==> config.mk <==
export PLATFORM = sky130hd
export DESIGN_NAME = mod_accumulator
export DESIGN_NICKNAME = d
export VERILOG_FILES = /design/src/rtl/mod_acc_pkg.sv /design/src/rtl/mod_accumulator_eac_adder.sv /design/src/rtl/mod_accumulator.sv
export SDC_FILE = /design/constraint.sdc
export NUM_CORES = 1
export LEC_CHECK = 0
export ABC_CLOCK_PERIOD_IN_PS = 4070
export CORE_UTILIZATION = 40
export CTS_CLUSTER_SIZE = 40
export DETAILED_ROUTE_END_ITERATION = 7
export PLACE_DENSITY_LB_ADDON = 0.25
export SKIP_LAST_GASP = 1
export SLEW_MARGIN = 40
export SYNTH_ARGS = -nofsm -noshare
export SYNTH_HDL_FRONTEND = slang
export SYNTH_SLANG_ARGS = --single-unit
==> constraint.sdc <==
create_clock -name clk -period 4.07 [get_ports clk]
set_input_delay 0.407 -clock clk [delete_from_list [all_inputs] [get_ports clk]]
set_output_delay 0.407 -clock clk [all_outputs]
set_load 0.005 [all_outputs]
==> src/rtl/mod_acc_pkg.sv <==
// Shared definitions for the streaming ones'-complement accumulator and related modular blocks.
// State encoding and small helpers are kept here so other modular datapaths can reuse them.
package mod_acc_pkg;

    typedef enum logic [1:0] {
        ST_IDLE = 2'd0,
        ST_ACC  = 2'd1,
        ST_DONE = 2'd2
    } state_t;

    // Widest end-around-carry adder other modular blocks are expected to instantiate.
    localparam int EAC_MAX_W = 64;

    function automatic state_t state_after_word(input logic last);
        return last ? ST_DONE : ST_ACC;
    endfunction

endpackage

==> src/rtl/mod_accumulator_eac_adder.sv <==
// Combinational end-around-carry adder: sum = (a + b) mod (2^WIDTH - 1), ones'-complement form.
// A single carry fold is enough because a folded carry can never overflow again.
module eac_adder #(
    parameter int WIDTH = 16
) (
    input  logic [WIDTH-1:0] a,
    input  logic [WIDTH-1:0] b,
    output logic [WIDTH-1:0] sum
);

    logic [WIDTH:0] raw;

    assign raw = {1'b0, a} + {1'b0, b};
    assign sum = raw[WIDTH-1:0] + {{(WIDTH-1){1'b0}}, raw[WIDTH]};

endmodule

==> src/rtl/mod_accumulator.sv <==
// Framed streaming accumulator producing a ones'-complement residue, word count and saturation flag.
// Results are held in DONE until the downstream accepts them; clr never drops a finished result.
//
//   state   | meaning
//   IDLE    | no frame in progress, acc/cnt cleared, accepting first word
//   ACC     | frame in progress, folding each accepted word into acc
//   DONE    | result registered on the outputs, input stalled until taken
module mod_accumulator
    import mod_acc_pkg::*;
#(
    parameter int WIDTH     = 16,
    parameter int CNT_W     = 16,
    parameter bit INVERT    = 1'b0,
    parameter bit NORM_ZERO = 1'b0
) (
    input  logic             clk,
    input  logic             rst_n,
    input  logic             clr,
    input  logic             in_valid,
    output logic             in_ready,
    input  logic [WIDTH-1:0] in_data,
    input  logic             in_last,
    output logic             out_valid,
    input  logic             out_ready,
    output logic [WIDTH-1:0] out_sum,
    output logic [CNT_W-1:0] out_count,
    output logic             out_cnt_sat
);

    localparam logic [CNT_W-1:0] CNT_MAX = '1;
    localparam logic [CNT_W-1:0] CNT_ONE = CNT_W'(1);

    state_t           state, state_nxt;
    logic [WIDTH-1:0] acc, acc_nxt, eac_sum;
    logic [CNT_W-1:0] cnt, cnt_nxt;
    logic             sat, sat_nxt;
    logic             rdy_en;
    logic             xfer;

    function automatic logic [WIDTH-1:0] fmt_sum(input logic [WIDTH-1:0] r);
        logic [WIDTH-1:0] v;
        v = r;
        if (NORM_ZERO && (&v)) v = '0;
        if (INVERT) v = ~v;
        return v;
    endfunction

    eac_adder #(.WIDTH(WIDTH)) u_eac (
        .a   (acc),
        .b   (in_data),
        .sum (eac_sum)
    );

    // rdy_en holds in_ready low through reset and releases it on the first edge after.
    assign in_ready  = rdy_en && (state != ST_DONE);
    assign xfer      = in_valid && in_ready;
    assign out_valid = (state == ST_DONE);

    always_comb begin
        state_nxt = state;
        acc_nxt   = acc;
        cnt_nxt   = cnt;
        sat_nxt   = sat;
        case (state)
            ST_IDLE, ST_ACC: begin
                if (clr) begin
                    state_nxt = ST_IDLE;
                    acc_nxt   = '0;
                    cnt_nxt   = '0;
                    sat_nxt   = 1'b0;
                end else if (xfer) begin
                    state_nxt = state_after_word(in_last);
                    if (state == ST_IDLE) begin
                        acc_nxt = in_data;
                        cnt_nxt = CNT_ONE;
                        sat_nxt = 1'b0;
                    end else begin
                        acc_nxt = eac_sum;
                        if (cnt == CNT_MAX) sat_nxt = 1'b1;
                        else                cnt_nxt = cnt + CNT_ONE;
                    end
                end
            end
            ST_DONE: begin
                if (out_ready) begin
                    state_nxt = ST_IDLE;
                    acc_nxt   = '0;
                    cnt_nxt   = '0;
                    sat_nxt   = 1'b0;
                end
            end
            default: begin
                state_nxt = ST_IDLE;
                acc_nxt   = '0;
                cnt_nxt   = '0;
                sat_nxt   = 1'b0;
            end
        endcase
    end

    always_ff @(posedge clk or negedge rst_n) begin
        if (!rst_n) begin
            state       <= ST_IDLE;
            acc         <= '0;
            cnt         <= '0;
            sat         <= 1'b0;
            rdy_en      <= 1'b0;
            out_sum     <= '0;
            out_count   <= '0;
            out_cnt_sat <= 1'b0;
        end else begin
            state  <= state_nxt;
            acc    <= acc_nxt;
            cnt    <= cnt_nxt;
            sat    <= sat_nxt;
            rdy_en <= 1'b1;
            if ((state_nxt == ST_DONE) && (state != ST_DONE)) begin
                out_sum     <= fmt_sum(acc_nxt);
                out_count   <= cnt_nxt;
                out_cnt_sat <= sat_nxt;
            end
        end
    end

endmodule

==> flow_summary.yaml <==
run_status:
  status: "finished, final reports clean"
place:
  dp_cells: 630
  pre_cts_slack_ns: -0.0747
  numPortBuffers: 56
  post-dp-hpwl_mm: 7.85
  gp_congestion: 0.868
timing:
  final-hold-violation-count: 0
  grt_setup_unrepaired: "false"
  whs_ns: 0.0263
  slew_violations: 0
  final-setup-viol-count: 0
  fin_crit_sh: 0.925
  skew_ns: 0.0139
  slew_headroom: 0.525
  fin_ws_ns: 0.304
  fmax_ghz: 0.266
  tightest_slew_ns: 0.710
  post-route-min-period_ns: 3.77
logic_synthesis:
  synth_nets: 482
  yosys_warnings: 0
  muxShareOfSynthArea: 0.0784
  synth_adder_area_share: 0.0607
  synth-seq-cells: 69
  syn_inst: 440
  synthArstFlopShare: 1.00
  avgSynthCellArea_sq_um: 9.65
  synth_top_family_by_area: "compound AO/OA/AOI/OAI gates"
  yosysSeqAreaShare: 0.406
  synth_top_area_share: 0.406
  ys.flop_type: "dfrtp_1"
  synth-compound-area-share: 0.214
  synth_area_leader_cell: "dfrtp_1"
  synthSimpleGateAreaFrac: 0.163
  synth_area_leaders: "dfrtp_1 (41%), mux2_2 (6.9%), ha_1 (5.6%)"
  synth_area_sq_um: 4250
  synth_edf_count: 0
  synthXorXnorAreaFrac: 0.0530
  synth_cell_type_count: 62
job:
  drv_cap: 0
cts:
  clock_latency_ns: 0.37
  tritoncts: "yes"
  cts.sinks: 69
  cts_root_buf: "clkbuf_8"
  cts_max_level: 3
  cts_setup_buffers: 0
  cts_buffers: 9
  cts_buffer_depth: 2
  cts-resized-gates: 0
  path_clk_slew_ns: 0.08
  cts_hold_buf: 0
worst_setup_path:
  arrival_ns: 4.02
  critical_path_class: "in2reg"
  cp-start-kind: "input pin"
  cp_max_fo: 4
  cp.required_ns: 4.32
  crit_path_end_kind: "flip-flop"
final_layout:
  drive_gt1_frac: 0.143
  regArea_sq_um: 1730
  synthToLayoutAreaGrowth_pct: 23.1
  antenna_cells: 0
  final_nets: 547
  num-fill-cells: 956
  fin_util: 0.507
  multi_input_area_sq_um: 2430
  stdcell_count: 646
routing:
  drc_errors: 0
  routedWlPerCell_um: 16.7
  vias: 3620
  viasPerCell: 5.60
  dr.first_iter.drc_count: 188
  ant_nets: 0
  drtPass1Iterations: 4
  wirelength_mm: 10.8
global_routing:
  grt.overflow.total: 0
  antenna_found_initial: 1
  grt_use_total: 0.210
  grt_pass1_vias: 3657
  grt_max_degree: 45
  grt_pass1_wl_mm: 18.1
floorplanning:
  start_util: 0.411
  die_h_um: 105
  core_area_sq_um: 10300
  die_area_sq_um: 11000
  ioPinCount: 57
  fp.dieW_um: 105
  num_rows: 37
hold_path:
  hp-class: "in2async"
power:
  ir_worst_vdd_uv: 276
  power_density_nw_per_um2: 349
  p_leak_nw: 2.37
  power.total_mw: 1.82
## placed cells by master (no fill, tap or decap), types with 5 or more instances in the layout
| cell | n |
|---|---|
| and2_1 | 9 |
| clkdlybuf4s50_1 | 55 |
| nor2_1 | 27 |
| o31ai_1 | 7 |
| and3_1 | 15 |
| ha_1 | 19 |
| a21o_1 | 5 |
| nand3_1 | 13 |
| a21oi_1 | 32 |
| xnor2_1 | 15 |
| o21ai_1 | 15 |
| dfrtp_1 | 69 |
| buf_4 | 18 |
| xor2_1 | 8 |
| nor3_1 | 5 |
| clkbuf_8 | 10 |
| nand2_1 | 40 |
| o21ai_0 | 31 |
| o211ai_1 | 7 |
| inv_1 | 5 |
| mux2_2 | 26 |
| a31oi_1 | 5 |
## flip-flops by register name, summed over array words and instances (netlist names)
signal and cells:
rdy_en 1, sat 1, cnt 16, out_cnt_sat 1, out_sum 16, state 2, acc 16, out_count 16
## synthesized netlist by cell type, types with 2 or more instances
master and instances:
a22o_1 4, mux2_2 26, and3_1 15, and2_1 9, nor4_1 3, a21oi_1 32
nand4_1 3, nand2_1 40, nand3_1 13, buf_4 2, o211a_1 4, clkbuf_1 17
a21o_1 5, nor3_1 5, inv_1 5, o21ai_0 31, o211ai_1 7, a32oi_1 2
o21ai_1 15, xnor2_1 15, nor2_1 27, or3_1 3, a2bb2oi_1 2, mux2i_1 4
dfrtp_1 69, o21a_1 2, a211oi_1 3, or2_2 2, and4_1 4, nand2b_1 2
xor2_1 8, ha_1 19, a31oi_1 5, a211oi_2 2, o31ai_1 7, a311oi_1 2
## layer usage
metal / wire length (um) / up-vias / global-route usage
met5: 12 / - / 0
met4: 240 / 2 / 0.0915
met3: 597 / 20 / 0.0568
met2: 4850 / 97 / 0.320
met1: 5060 / 1736 / 0.279
li1: - / 1765 / -
## worst paths after layout
path / depth (start not counted) / endpoint / slack (ns) / start
worst max-delay path: 18 / acc[12]$_DFF_PN0_ / 0.30 / in_data[0]
worst min-delay path: 1 / out_count[2]$_DFFE_PN0P_ / 0.03 / rst_n
worst max register to register: 17 / acc[12]$_DFF_PN0_ / 0.42 / acc[0]$_DFF_PN0_
worst min register to register: 2 / out_count[8]$_DFFE_PN0P_ / 0.49 / out_count[8]$_DFFE_PN0P_
max in group asynchronous: 2 / out_sum[2]$_DFFE_PN0P_ / 3.27 / rst_n
min in group clk: 2 / out_count[8]$_DFFE_PN0P_ / 0.49 / out_count[8]$_DFFE_PN0P_
## cell type report
type	count	share of cell area
inverter	5	0.00359
tap	136	0.0325
clock buffer	11	0.0270
timing repair buffer	73	0.131
clock inverter	5	0.0115
sequential	69	0.330
multi-input combinational	347	0.464
## critical path: stages
cell and delay (ns):
clkdlybuf4s50_1 0.42, ha_1 0.23, fa_1 0.43, a211oi_2 0.23, o21ai_1 0.15, a21o_1 0.20
nand3_1 0.08, a21oi_1 0.06, o21a_1 0.18, o21ai_0 0.14, nand2b_1 0.10, ha_1 0.22
ha_1 0.20, and2_1 0.19, and3_1 0.24, a31oi_1 0.18, nor3_1 0.08, o31ai_1 0.26
## logic make-up (layout without fill, tap and decap cells)
| kind of cell | after synthesis | in the layout |
|---|---|---|
| other cells | 1 | 1 |
| simple gates | 135 | 135 |
| buf+inv | 24 | 94 |
| flops | 69 | 69 |
| fa+ha+maj | 20 | 20 |
| mux | 30 | 30 |
| xor+xnor | 24 | 24 |
| compound gates | 137 | 137 |
## report_power, final
group	total [mW]	internal, mW	switching, mW	leakage [nW]
Combinational	0.487	0.235	0.252	1.33
Sequential	0.762	0.733	0.0292	0.942
Clock	0.575	0.301	0.274	0.0995
## per-stage QoR
step	setup TNS [ns]	cell area, sq um
final	0	5230
after global routing	0	5230
after floorplan	0	4250
after global placement	0	5020
after CTS	0	5230
after detailed placement	-0.213	5030
No activity file was read; power rests on OpenSTA's default activity.
